**config.mk**
```make
export PLATFORM = sky130hd
export DESIGN_NAME = multi_pid_monitor
export DESIGN_NICKNAME = d
export VERILOG_FILES = /design/src/rtl/tsp_pkg.sv /design/src/rtl/pid_slot_match.sv /design/src/rtl/multi_pid_monitor.sv
export SDC_FILE = /design/constraint.sdc
export NUM_CORES = 2
export LEC_CHECK = 0
export BUFFER_PORTS_ARGS = -buffer_cell sky130_fd_sc_hd__buf_2
export CAP_MARGIN = 20
export CORE_ASPECT_RATIO = 0.9
export CORE_UTILIZATION = 39
export CTS_BUF_LIST = sky130_fd_sc_hd__clkbuf_8
export DETAILED_ROUTE_END_ITERATION = 7
export PLACE_DENSITY = 0.56
export SLEW_MARGIN = 20
export SYNTH_ARGS = -nofsm -noshare
export SYNTH_HDL_FRONTEND = slang
export SYNTH_HIERARCHICAL = 1
export SYNTH_SLANG_ARGS = --single-unit
export TNS_END_PERCENT = 30
```
**constraint.sdc**
```tcl
create_clock -name clk -period 2.5 [get_ports clk]
set_clock_uncertainty 0.2 [all_clocks]
set_input_delay 0.75 -clock clk [delete_from_list [all_inputs] [get_ports clk]]
set_output_delay 0.75 -clock clk [all_outputs]
set_load 0.01 [all_outputs]
```
**src/rtl/tsp_pkg.sv**
```systemverilog
// Shared transport-stream constants, PID field layout and FSM encodings
// used by multi_pid_monitor and pid_slot_match.
package tsp_pkg;

  localparam int PACK_BYTE_SIZE = 188;
  localparam int PACK_WORD_SIZE = 47;
  localparam logic [7:0] SYNC_BYTE = 8'h47;

  localparam int PID_LSB        = 0;
  localparam int PID_WIDTH      = 13;
  localparam int PID_EN_BIT     = 16;
  localparam int SLOT_IDX_WIDTH = 4;

  typedef enum logic [1:0] {
    CAP_IDLE = 2'd0,
    CAP_HDR  = 2'd1,
    CAP_BODY = 2'd2
  } cap_state_e;

  typedef enum logic [1:0] {
    PUMP_IDLE  = 2'd0,
    PUMP_WAIT  = 2'd1,
    PUMP_DRAIN = 2'd2,
    PUMP_ACK   = 2'd3
  } pump_state_e;

  function automatic logic [PID_WIDTH-1:0] hdr_pid(input logic [7:0] b1, input logic [7:0] b2);
    return {b1[4:0], b2};
  endfunction

endpackage

```
**src/rtl/pid_slot_match.sv**
```systemverilog
// PID filter slot register file with parallel lowest-index-first compare
// and a registered readback port.
module pid_slot_match
  import tsp_pkg::*;
#(
  parameter int PID_SLOTS = 4
) (
  input  logic                      clk,
  input  logic                      rst_n,
  input  logic                      wr_en,
  input  logic [31:0]               index,
  input  logic [PID_WIDTH-1:0]      wr_pid,
  input  logic                      wr_pid_en,
  input  logic [PID_WIDTH-1:0]      cmp_pid,
  output logic                      hit,
  output logic [SLOT_IDX_WIDTH-1:0] hit_slot,
  output logic [31:0]               rd_word
);

  logic [PID_WIDTH-1:0]      slot_pid_r [PID_SLOTS];
  logic [PID_SLOTS-1:0]      slot_en_r;
  logic [31:0]               rd_word_r;
  logic [31:0]               rd_word_s;
  logic                      hit_s;
  logic [SLOT_IDX_WIDTH-1:0] hit_slot_s;

  // Slot writes and readback register; out-of-range indices touch nothing.
  always_ff @(posedge clk or negedge rst_n) begin
    if (!rst_n) begin
      for (int i = 0; i < PID_SLOTS; i++) begin
        slot_pid_r[i] <= {PID_WIDTH{1'b0}};
      end
      slot_en_r <= {PID_SLOTS{1'b0}};
      rd_word_r <= 32'd0;
    end else begin
      for (int i = 0; i < PID_SLOTS; i++) begin
        if (wr_en && (index == 32'(i))) begin
          slot_pid_r[i] <= wr_pid;
          slot_en_r[i]  <= wr_pid_en;
        end
      end
      rd_word_r <= rd_word_s;
    end
  end

  // Walk from the top slot down so the lowest matching index wins.
  always_comb begin
    hit_s      = 1'b0;
    hit_slot_s = {SLOT_IDX_WIDTH{1'b0}};
    for (int i = PID_SLOTS - 1; i >= 0; i--) begin
      if (slot_en_r[i] && (slot_pid_r[i] == cmp_pid)) begin
        hit_s      = 1'b1;
        hit_slot_s = SLOT_IDX_WIDTH'(i);
      end else begin
        hit_s      = hit_s;
        hit_slot_s = hit_slot_s;
      end
    end
  end

  // Readback mux, zero when the index is beyond the slot count.
  always_comb begin
    rd_word_s = 32'd0;
    for (int i = 0; i < PID_SLOTS; i++) begin
      if (index == 32'(i)) begin
        rd_word_s = {15'd0, slot_en_r[i], 3'd0, slot_pid_r[i]};
      end else begin
        rd_word_s = rd_word_s;
      end
    end
  end

  assign hit      = hit_s;
  assign hit_slot = hit_slot_s;
  assign rd_word  = rd_word_r;

endmodule

```
**src/rtl/multi_pid_monitor.sv**
```systemverilog
// Multi-slot PID filter: captures one matching TS packet into a 47-word buffer
// and drains it on request. Optional drop counter: MULTI_PID_MONITOR_DROP_CNT_EN.
module multi_pid_monitor
  import tsp_pkg::*;
#(
  parameter int C_S_AXI_DATA_WIDTH = 32,
  parameter int PID_SLOTS          = 4
) (
  input  logic                          clk,
  input  logic                          rst_n,
  input  logic                          match_enable,
  input  logic                          update_pid_request,
  input  logic [C_S_AXI_DATA_WIDTH-1:0] pid_index,
  input  logic [C_S_AXI_DATA_WIDTH-1:0] pid,
  output logic [C_S_AXI_DATA_WIDTH-1:0] out_pid,
  input  logic                          pump_data_request,
  output logic                          pump_data_request_ready,
  output logic [C_S_AXI_DATA_WIDTH-1:0] out_data,
  output logic [C_S_AXI_DATA_WIDTH-1:0] out_data_index,
  output logic [C_S_AXI_DATA_WIDTH-1:0] out_slot,
  output logic [C_S_AXI_DATA_WIDTH-1:0] matched_count,
  input  logic [7:0]                    mpeg_data,
  input  logic                          mpeg_valid,
  input  logic                          mpeg_sync
`ifdef MULTI_PID_MONITOR_DROP_CNT_EN
  ,
  output logic [C_S_AXI_DATA_WIDTH-1:0] drop_count
`endif
);

  cap_state_e  cap_state_r, cap_next_s;
  pump_state_e pump_state_r, pump_next_s;

  logic [7:0]                    byte_cnt_r, byte1_r, wr_idx_s;
  logic                          store_r, hit_r, men_r, full_r, ready_r, wr_en_s;
  logic [SLOT_IDX_WIDTH-1:0]     slot_r, hit_slot_s;
  logic                          hit_s, is_sync_s, at_b2_s, at_last_s, accept_s, drop_s, drain_last_s;
  logic [PID_WIDTH-1:0]          cmp_pid_s;
  logic [5:0]                    word_idx_r;
  logic [31:0]                   buf_r [PACK_WORD_SIZE];
  logic [C_S_AXI_DATA_WIDTH-1:0] matched_count_r, out_slot_r, out_data_r, out_idx_r;
  logic                          unused_pid_s;

  assign unused_pid_s = ^{pid[31:17], pid[15:13]};

  pid_slot_match #(.PID_SLOTS(PID_SLOTS)) u_slots (
    .clk       (clk),
    .rst_n     (rst_n),
    .wr_en     (update_pid_request),
    .index     (pid_index),
    .wr_pid    (pid[PID_LSB +: PID_WIDTH]),
    .wr_pid_en (pid[PID_EN_BIT]),
    .cmp_pid   (cmp_pid_s),
    .hit       (hit_s),
    .hit_slot  (hit_slot_s),
    .rd_word   (out_pid)
  );

  assign is_sync_s    = mpeg_valid && mpeg_sync && (mpeg_data == SYNC_BYTE);
  assign cmp_pid_s    = hdr_pid(byte1_r, mpeg_data);
  assign at_b2_s      = mpeg_valid && !is_sync_s && (cap_state_r == CAP_HDR) && (byte_cnt_r == 8'd2);
  assign at_last_s    = mpeg_valid && !is_sync_s && (cap_state_r == CAP_BODY) &&
                        (byte_cnt_r == 8'(PACK_BYTE_SIZE - 1));
  assign accept_s     = at_last_s && hit_r && men_r && store_r;
  assign drop_s       = at_last_s && hit_r && men_r && !store_r;
  assign drain_last_s = (pump_state_r == PUMP_DRAIN) && (word_idx_r == 6'(PACK_WORD_SIZE - 1));

  // Capture next state; a sync byte restarts the packet from any state.
  always_comb begin
    cap_next_s = cap_state_r;
    if (!mpeg_valid) begin
      cap_next_s = cap_state_r;
    end else if (is_sync_s) begin
      cap_next_s = CAP_HDR;
    end else begin
      case (cap_state_r)
        CAP_IDLE: cap_next_s = CAP_IDLE;
        CAP_HDR:  cap_next_s = (byte_cnt_r == 8'd2) ? CAP_BODY : CAP_HDR;
        CAP_BODY: cap_next_s = (byte_cnt_r == 8'(PACK_BYTE_SIZE - 1)) ? CAP_IDLE : CAP_BODY;
        default:  cap_next_s = CAP_IDLE;
      endcase
    end
  end

  // Buffer write strobe; the store decision is taken once, at the sync byte.
  always_comb begin
    wr_en_s  = 1'b0;
    wr_idx_s = byte_cnt_r;
    if (is_sync_s) begin
      wr_en_s  = !full_r;
      wr_idx_s = 8'd0;
    end else if (mpeg_valid && (cap_state_r != CAP_IDLE)) begin
      wr_en_s  = store_r;
      wr_idx_s = byte_cnt_r;
    end else begin
      wr_en_s  = 1'b0;
      wr_idx_s = byte_cnt_r;
    end
  end

  // Capture state, header fields, latched match and acceptance bookkeeping.
  always_ff @(posedge clk or negedge rst_n) begin
    if (!rst_n) begin
      cap_state_r     <= CAP_IDLE;
      byte_cnt_r      <= 8'd0;
      byte1_r         <= 8'd0;
      store_r         <= 1'b0;
      hit_r           <= 1'b0;
      men_r           <= 1'b0;
      slot_r          <= {SLOT_IDX_WIDTH{1'b0}};
      matched_count_r <= 32'd0;
      out_slot_r      <= 32'd0;
    end else begin
      cap_state_r <= cap_next_s;
      if (is_sync_s) begin
        byte_cnt_r <= 8'd1;
        store_r    <= !full_r;
        hit_r      <= 1'b0;
        men_r      <= 1'b0;
      end else if (mpeg_valid && (cap_state_r != CAP_IDLE)) begin
        byte_cnt_r <= byte_cnt_r + 8'd1;
      end
      if (mpeg_valid && !is_sync_s && (cap_state_r == CAP_HDR) && (byte_cnt_r == 8'd1)) begin
        byte1_r <= mpeg_data;
      end
      if (at_b2_s) begin
        hit_r  <= hit_s;
        slot_r <= hit_slot_s;
        men_r  <= match_enable;
      end
      if (accept_s) begin
        matched_count_r <= matched_count_r + 32'd1;
        out_slot_r      <= 32'(slot_r);
      end
    end
  end

  // Packet buffer storage; contents deliberately survive reset.
  always_ff @(posedge clk) begin
    if (wr_en_s) begin
      buf_r[wr_idx_s[7:2]][{wr_idx_s[1:0], 3'b000} +: 8] <= mpeg_data;
    end
  end

  // Buffer-full flag: set by an accepted packet, released as the drain ends.
  always_ff @(posedge clk or negedge rst_n) begin
    if (!rst_n) begin
      full_r <= 1'b0;
    end else if (accept_s) begin
      full_r <= 1'b1;
    end else if (drain_last_s) begin
      full_r <= 1'b0;
    end
  end

  // Pump next state.
  always_comb begin
    pump_next_s = pump_state_r;
    case (pump_state_r)
      PUMP_IDLE:  pump_next_s = pump_data_request ? PUMP_WAIT : PUMP_IDLE;
      PUMP_WAIT:  pump_next_s = full_r ? PUMP_DRAIN : PUMP_WAIT;
      PUMP_DRAIN: pump_next_s = drain_last_s ? PUMP_ACK : PUMP_DRAIN;
      PUMP_ACK:   pump_next_s = PUMP_IDLE;
      default:    pump_next_s = PUMP_IDLE;
    endcase
  end

  // Pump state and drain datapath; ready rises with the last word.
  always_ff @(posedge clk or negedge rst_n) begin
    if (!rst_n) begin
      pump_state_r <= PUMP_IDLE;
      word_idx_r   <= 6'd0;
      out_data_r   <= 32'd0;
      out_idx_r    <= 32'd0;
      ready_r      <= 1'b0;
    end else begin
      pump_state_r <= pump_next_s;
      ready_r      <= drain_last_s;
      if (pump_state_r == PUMP_WAIT) begin
        word_idx_r <= 6'd0;
      end else if (pump_state_r == PUMP_DRAIN) begin
        word_idx_r <= word_idx_r + 6'd1;
        out_data_r <= buf_r[word_idx_r];
        out_idx_r  <= 32'(word_idx_r);
      end
    end
  end

`ifdef MULTI_PID_MONITOR_DROP_CNT_EN
  logic [C_S_AXI_DATA_WIDTH-1:0] drop_count_r;

  // Matched packets lost because the buffer was still occupied at their sync.
  always_ff @(posedge clk or negedge rst_n) begin
    if (!rst_n) begin
      drop_count_r <= 32'd0;
    end else if (drop_s) begin
      drop_count_r <= drop_count_r + 32'd1;
    end
  end

  assign drop_count = drop_count_r;
`else
  logic unused_drop_s;
  assign unused_drop_s = drop_s;
`endif

  assign matched_count           = matched_count_r;
  assign out_slot                = out_slot_r;
  assign out_data                = out_data_r;
  assign out_data_index          = out_idx_r;
  assign pump_data_request_ready = ready_r;

endmodule

```
# Word level (Yosys, flattened, before mapping)
# Memory sizes are Yosys's and may differ from the RTL's. A register that Yosys moved wholly into a read port is not among the register bits.
# Cells that the tools add are included.
word_totals:
  reg_bits: 147
  ramBits: 1504
  inputBits: 79
  output_inout_bits: 161
  word_cells: 114
  n_memories: 1
classes:
  addsub: 4
  eq_ne: 17
  shift: 2
  mux: 34
  n_bitwise: 1
  reduce_logical: 32
memory_table:
  columns: ["name", "depth", "width", "read_ports", "rd_ports_with_merged_regs", "wr", "line_no", "rtl"]
  rows:
  - ["buf_r", 47, 32, 1, 1, 1, "multi_pid_monitor.sv:40", "logic [31:0] buf_r [PACK_WORD_SIZE];"]
ops:
  columns: ["cell", "count"]
  rows:
  - ["$mux W17", 4]
  - ["$eq A32 B2 Y1 const B", 2]
  - ["$eq A13 B13 Y1", 4]
  - ["$add A32 B1 Y32 const B", 1]
  - ["$eq A32 B1 Y1 const B", 1]
  - ["$logic_not A32 Y1", 1]
  - ["$mux W32", 1]
  - ["$shift A8 B7 Y32 const A", 1]
  - ["$shiftx A8 B7 Y32", 1]
  - ["$mux W8", 3]
  - ["$logic_and A1 B1 Y1", 21]
  - ["$mux W2", 8]
  - ["$mux W1", 14]
  - ["$mux W6", 2]
  - ["$reduce_bool A2 Y1", 5]
  - ["$add A8 B1 Y8 const B", 1]
  - ["$eq A8 B1 Y1 const B", 1]
  - ["$eq A8 B2 Y1 const B", 1]
  - ["$eq A8 B7 Y1 const B", 1]
  - ["$eq A8 B8 Y1 const B", 1]
  - ["$pmux W2 S4", 1]
  - ["$neg A5 Y7", 1]
  - ["$add A6 B1 Y6 const B", 1]
  - ["$eq A2 B2 Y1 const B", 3]
  - ["7 further kinds", 10]

# Longest topological paths before layout
depth:
  ltp_word: 10
  ltp_mapped: 12
  depth_no_buf: 8

# By module
# Netlist, hierarchy kept.
by_module_without_submodules:
  columns: ["module", "instances", "cells_each", "area_per_inst_um2", "seq_area_each_um2"]
  rows:
  - ["multi_pid_monitor", 1, 3366, 64012.6, 47815.9]
  - ["pid_slot_match", 1, 296, 3962.6, 1751.7]

# Least setup slack after synthesis
# No wires, ideal clock.
synth_timing:
  path_kind: "input to register"
  from: "input mpeg_data[5]"
  to: "memory buf_r[0][24], data pin"
  setup_time_ns: 0.323
  arrival_time_ns: 3.684
  setup_slack_ns: -1.707
  path_stages: 8
  n_path_buf: 2
  path_cell_list: "or4b_1 > or3_1 > buf_2 > buf_2 > nand2_1 > ha_1 > nor4_1 > and2_1"
synth_via:
  elab_chain_cells: 5
synth_rtl:
  columns: ["item", "line_no", "rtl"]
  rows:
  - ["start: declaration", "multi_pid_monitor.sv:22", "input logic [7:0] mpeg_data,"]
  - ["$eq A8 B7 Y1", "multi_pid_monitor.sv:59", "assign is_sync_s = mpeg_valid && mpeg_sync && (mpeg_data == SYNC_BYTE);"]
  - ["$logic_and A1 B1 Y1", "multi_pid_monitor.sv:59", null]
  - ["$mux W8", "multi_pid_monitor.sv:89", "if (is_sync_s) begin"]
  - ["$neg A5 Y7", "multi_pid_monitor.sv:141", "buf_r[wr_idx_s[7:2]][{wr_idx_s[1:0], 3'b000} +: 8] <= mpeg_data;"]
  - ["$shiftx A8 B7 Y32 (*)", "multi_pid_monitor.sv:141", null]
  - ["end: declaration", "multi_pid_monitor.sv:40", null]
# Every way passes the cells marked *; elsewhere a longest branch is shown, timed or not.

==> results_dict.tcl <==
set metrics [dict create \
    outcome "finished, violations left" \
    violations "setup timing" \
    synthFlopType "edfxtp_1" \
    start_util_pct 39.51 \
    yosysMostFrequentCell "edfxtp_1" \
    syn2layout_area_growth_pct 28.36 \
    fp.dieW_microns 442.1 \
    tightest_slew_ns 0.7490 \
    slew_headroom_pct 49.96 \
    fin_util_pct 50.71 \
    die_area_sq_mm 0.1760 \
    vias 39753 \
    hold_class "input port to async pin" \
    worstPathCellList "or3b_2 > buf_12 > o221ai_1 > a21oi_2 > buf_4 > a221oi_1 > a211o_1" \
    path_clk_slew_ns 0.06 \
    gp_congestion 0.8978 \
    clock_path_buffers 4 \
    first_global_vias 39818 \
    synthDominantCellAreaShare_pct 66.44 \
    syn_avg_cell_area_sq_um 18.56 \
    numPortBuffers 149 \
    cts_tree "done" \
    grt_use_total_pct 24.19 \
    syn-cell-area_sq_mm 0.06798 \
    p_per_area_mw_per_mm2 714.3 \
    grt_pass1_wl_microns 300500 \
    drive_above_1_share_pct 42.51 \
    via_per_inst 5.528 \
    ys.warnings.count 6 \
    clk_latency_ns 1.01 \
    worstSetupPathType "register to register" \
    maxCapViolCount 0 \
    cts_root_buf "clkbuf_8" \
    synth_edf_count 1504 \
    coreArea_sq_mm 0.1721 \
    ant_nets 0 \
    async_flop_share_pct 10.48 \
    synth_area_leader_cell "edfxtp_1" \
    antenna_found_initial 11 \
    rows 144 \
    synth_cell_type_count 77 \
    ir_drop_v 0.0004635 \
    drt_iter0_drc 4468 \
    drt-total-wl_microns 214700 \
    nets 4818 \
    drtPass1Iterations 6 \
    grt_overflow_total 0 \
    period_needed_ns 2.848 \
    die_h_microns 398.1 \
    drc 0 \
    stdcell_area_sq_mm 0.08725 \
    ys_top_cells_by_area "edfxtp_1, mux4_2, dfrtp_1" \
    dpl.hpwl_microns 144300 \
    drv_slew 0 \
    fillers 13975 \
    rsz0062_at_grt "yes" \
    dpl_cell_area_sq_mm 0.07936 \
    p_leak_uw 0.03210 \
    cp_slowest_cell "or3b_2" \
    ios 240 \
    clock_sinks 1680 \
    worstPathRequired_ns 3.24 \
    setup_viol 1242 \
    crit_arrival_ns 3.58 \
    cp_max_fo 7 \
    avgRoutedWirePerCell_microns 29.86 \
    finalHoldViolations 0 \
    fmax_mhz 351.2 \
    yosys-top-cells-count "edfxtp_1, mux4_2, nor2_1, nand2_1, dfrtp_1" \
    p_total_uw 62320 \
    synth_cells 3662 \
    cp-start-kind "register" \
    yosys_register_bits 1680 \
    cts_made_buffers 291 \
    finalCritPeriodShare_pct 113.9 \
    setup_slack_ns -0.3477 \
    grt_max_degree 52 \
    worstSetupEndpointType "register" \
    regArea_sq_mm 0.04962 \
    seq_area_frac_synth_pct 72.92 \
    htreeDepth 5 \
    multi_input_area_sq_mm 0.01888 \
    cpPeakStageDelay_ns 0.64 \
]
metal layers:
layer / part of all wire (%) / vias up / GRT usage [%]
met2: 46 / 1801 / 37.00
met5: 0.013 / - / 0
li1: - / 16644 / -
met1: 43 / 20968 / 34.86
met3: 8.2 / 336 / 4.774
met4: 2.9 / 4 / 7.678
cell usage in the layout (no fill, tap or decap), types with 15 or more instances in the layout:
master | synthesis | final
a21oi_1 | 39 | 32
a221oi_1 | 20 | 15
and2_1 | 48 | 15
and2_4 | 0 | 48
buf_12 | 3 | 234
buf_2 | 62 | 102
buf_4 | 98 | 503
buf_6 | 21 | 82
clkbuf_8 | 0 | 304
clkinv_1 | 3 | 57
clkinv_2 | 0 | 18
conb_1 | 2 | 74
dfrtp_1 | 176 | 142
dfrtp_2 | 0 | 30
dlygate4sd3_1 | 0 | 20
edfxtp_1 | 1504 | 1504
inv_1 | 32 | 131
mux2_2 | 81 | 74
mux2_4 | 30 | 37
mux2i_1 | 168 | 164
mux4_2 | 328 | 328
nand2_1 | 178 | 169
nand3_1 | 18 | 17
nand4_1 | 23 | 23
nor2_1 | 238 | 69
nor2_2 | 1 | 46
nor2_4 | 0 | 124
nor2b_1 | 24 | 20
nor3_1 | 54 | 28
nor3_4 | 2 | 18
o21ai_0 | 70 | 55
o21ai_1 | 5 | 16
o221ai_1 | 34 | 32
o22ai_1 | 18 | 17
xnor2_1 | 64 | 64
xor2_1 | 26 | 26
per-stage QoR:
step / TNS, ns / cells / setup slack (ns) / hold slack (ns)
after CTS: -17.41 / 7125 / -0.3416 / 0.06879
after detailed placement: -3704.65 / 6550 / -1.368 / 0.2601
after floorplan: -2320.17 / 3734 / -0.7966 / 0.2544
after global routing: -37.71 / 7190 / -0.3599 / 0.08467
final: -47.87 / 7191 / -0.3477 / 0.1124
after global placement: -3715.92 / 6550 / -1.389 / 0.2538
layout make-up:
cell class / count / share of cell area, %
sequential: 1680 / 56.87
multi-input combinational: 1748 / 21.64
timing repair buffer: 964 / 12.17
clock buffer: 304 / 4.795
tap: 2263 / 3.245
clock inverter: 190 / 1.097
inverter: 37 / 0.1678
antenna: 5 / 0.01434
report_power, final:
| group | total, uW | switching (uW) | internal [uW] |
|---|---|---|---|
| logic | 6780 | 4670 | 2110 |
| clock network | 22900 | 11000 | 11900 |
| registers | 32600 | 160 | 32500 |
| total | 62300 | 15800 | 46500 |
worst max-delay path, delay by kind of cell, from the launching register on:
| kind | cells | cell delay (ns) |
|---|---|---|
| flip-flops | 1 | 0.57 |
| AO/OA/AOI/OAI | 4 | 1.02 |
| AND/OR/NAND/NOR | 1 | 0.64 |
| buffers and inverters | 2 | 0.35 |
flip-flops by register name, indices dropped and copies added, names as in the netlist, 5 cells and up, named ones only:
name                cells
byte1_r                 5
buf_r                1504
word_idx_r              6
u_slots/slot_pid_r     52
u_slots/rd_word        14
out_data               32
byte_cnt_r              8
matched_count          32
out_data_index          6
logic make-up (layout without fill, tap and decap cells):
group,count (synthesis),count (layout),synth area share [%]
other,2,79,0.01105
muxes,607,607,15.35
AOI/OAI and AO/OA,291,291,3.010
adders and majority gates,17,17,0.3129
DFF,1680,1680,72.92
and+or+nand+nor,652,669,4.482
xor gates and xnor gates,90,90,1.160
buffers and inverters,323,1495,2.759
repair_timing:
item	in CTS	in global routing
buffers inserted	44	56
resized for setup	238	96
hold buffers	20	0
hold endpoints to repair	242	0
setup endpoints to repair	3049	1899
gates cloned	19	8
pin swaps	39	33
final timing paths:
kind / start / to / slack [ns] / cells after the start
min reg2reg: matched_count[31]$_DFFE_PN0P_ / matched_count[31]$_DFFE_PN0P_ / 0.27 / 1
max reg2reg: word_idx_r[1]$_DFFE_PN0P_ / out_data[17]$_DFFE_PN0P_ / -0.35 / 7
max: word_idx_r[1]$_DFFE_PN0P_ / out_data[17]$_DFFE_PN0P_ / -0.35 / 7
min in group clk: mpeg_sync / byte_cnt_r[0]$_DFFE_PN0P_ / 0.16 / 4
min: rst_n / matched_count[3]$_DFFE_PN0P_ / 0.11 / 2
max in group asynchronous: rst_n / out_data[16]$_DFFE_PN0P_ / 1.36 / 3
(Power assumes the default switching activity.)
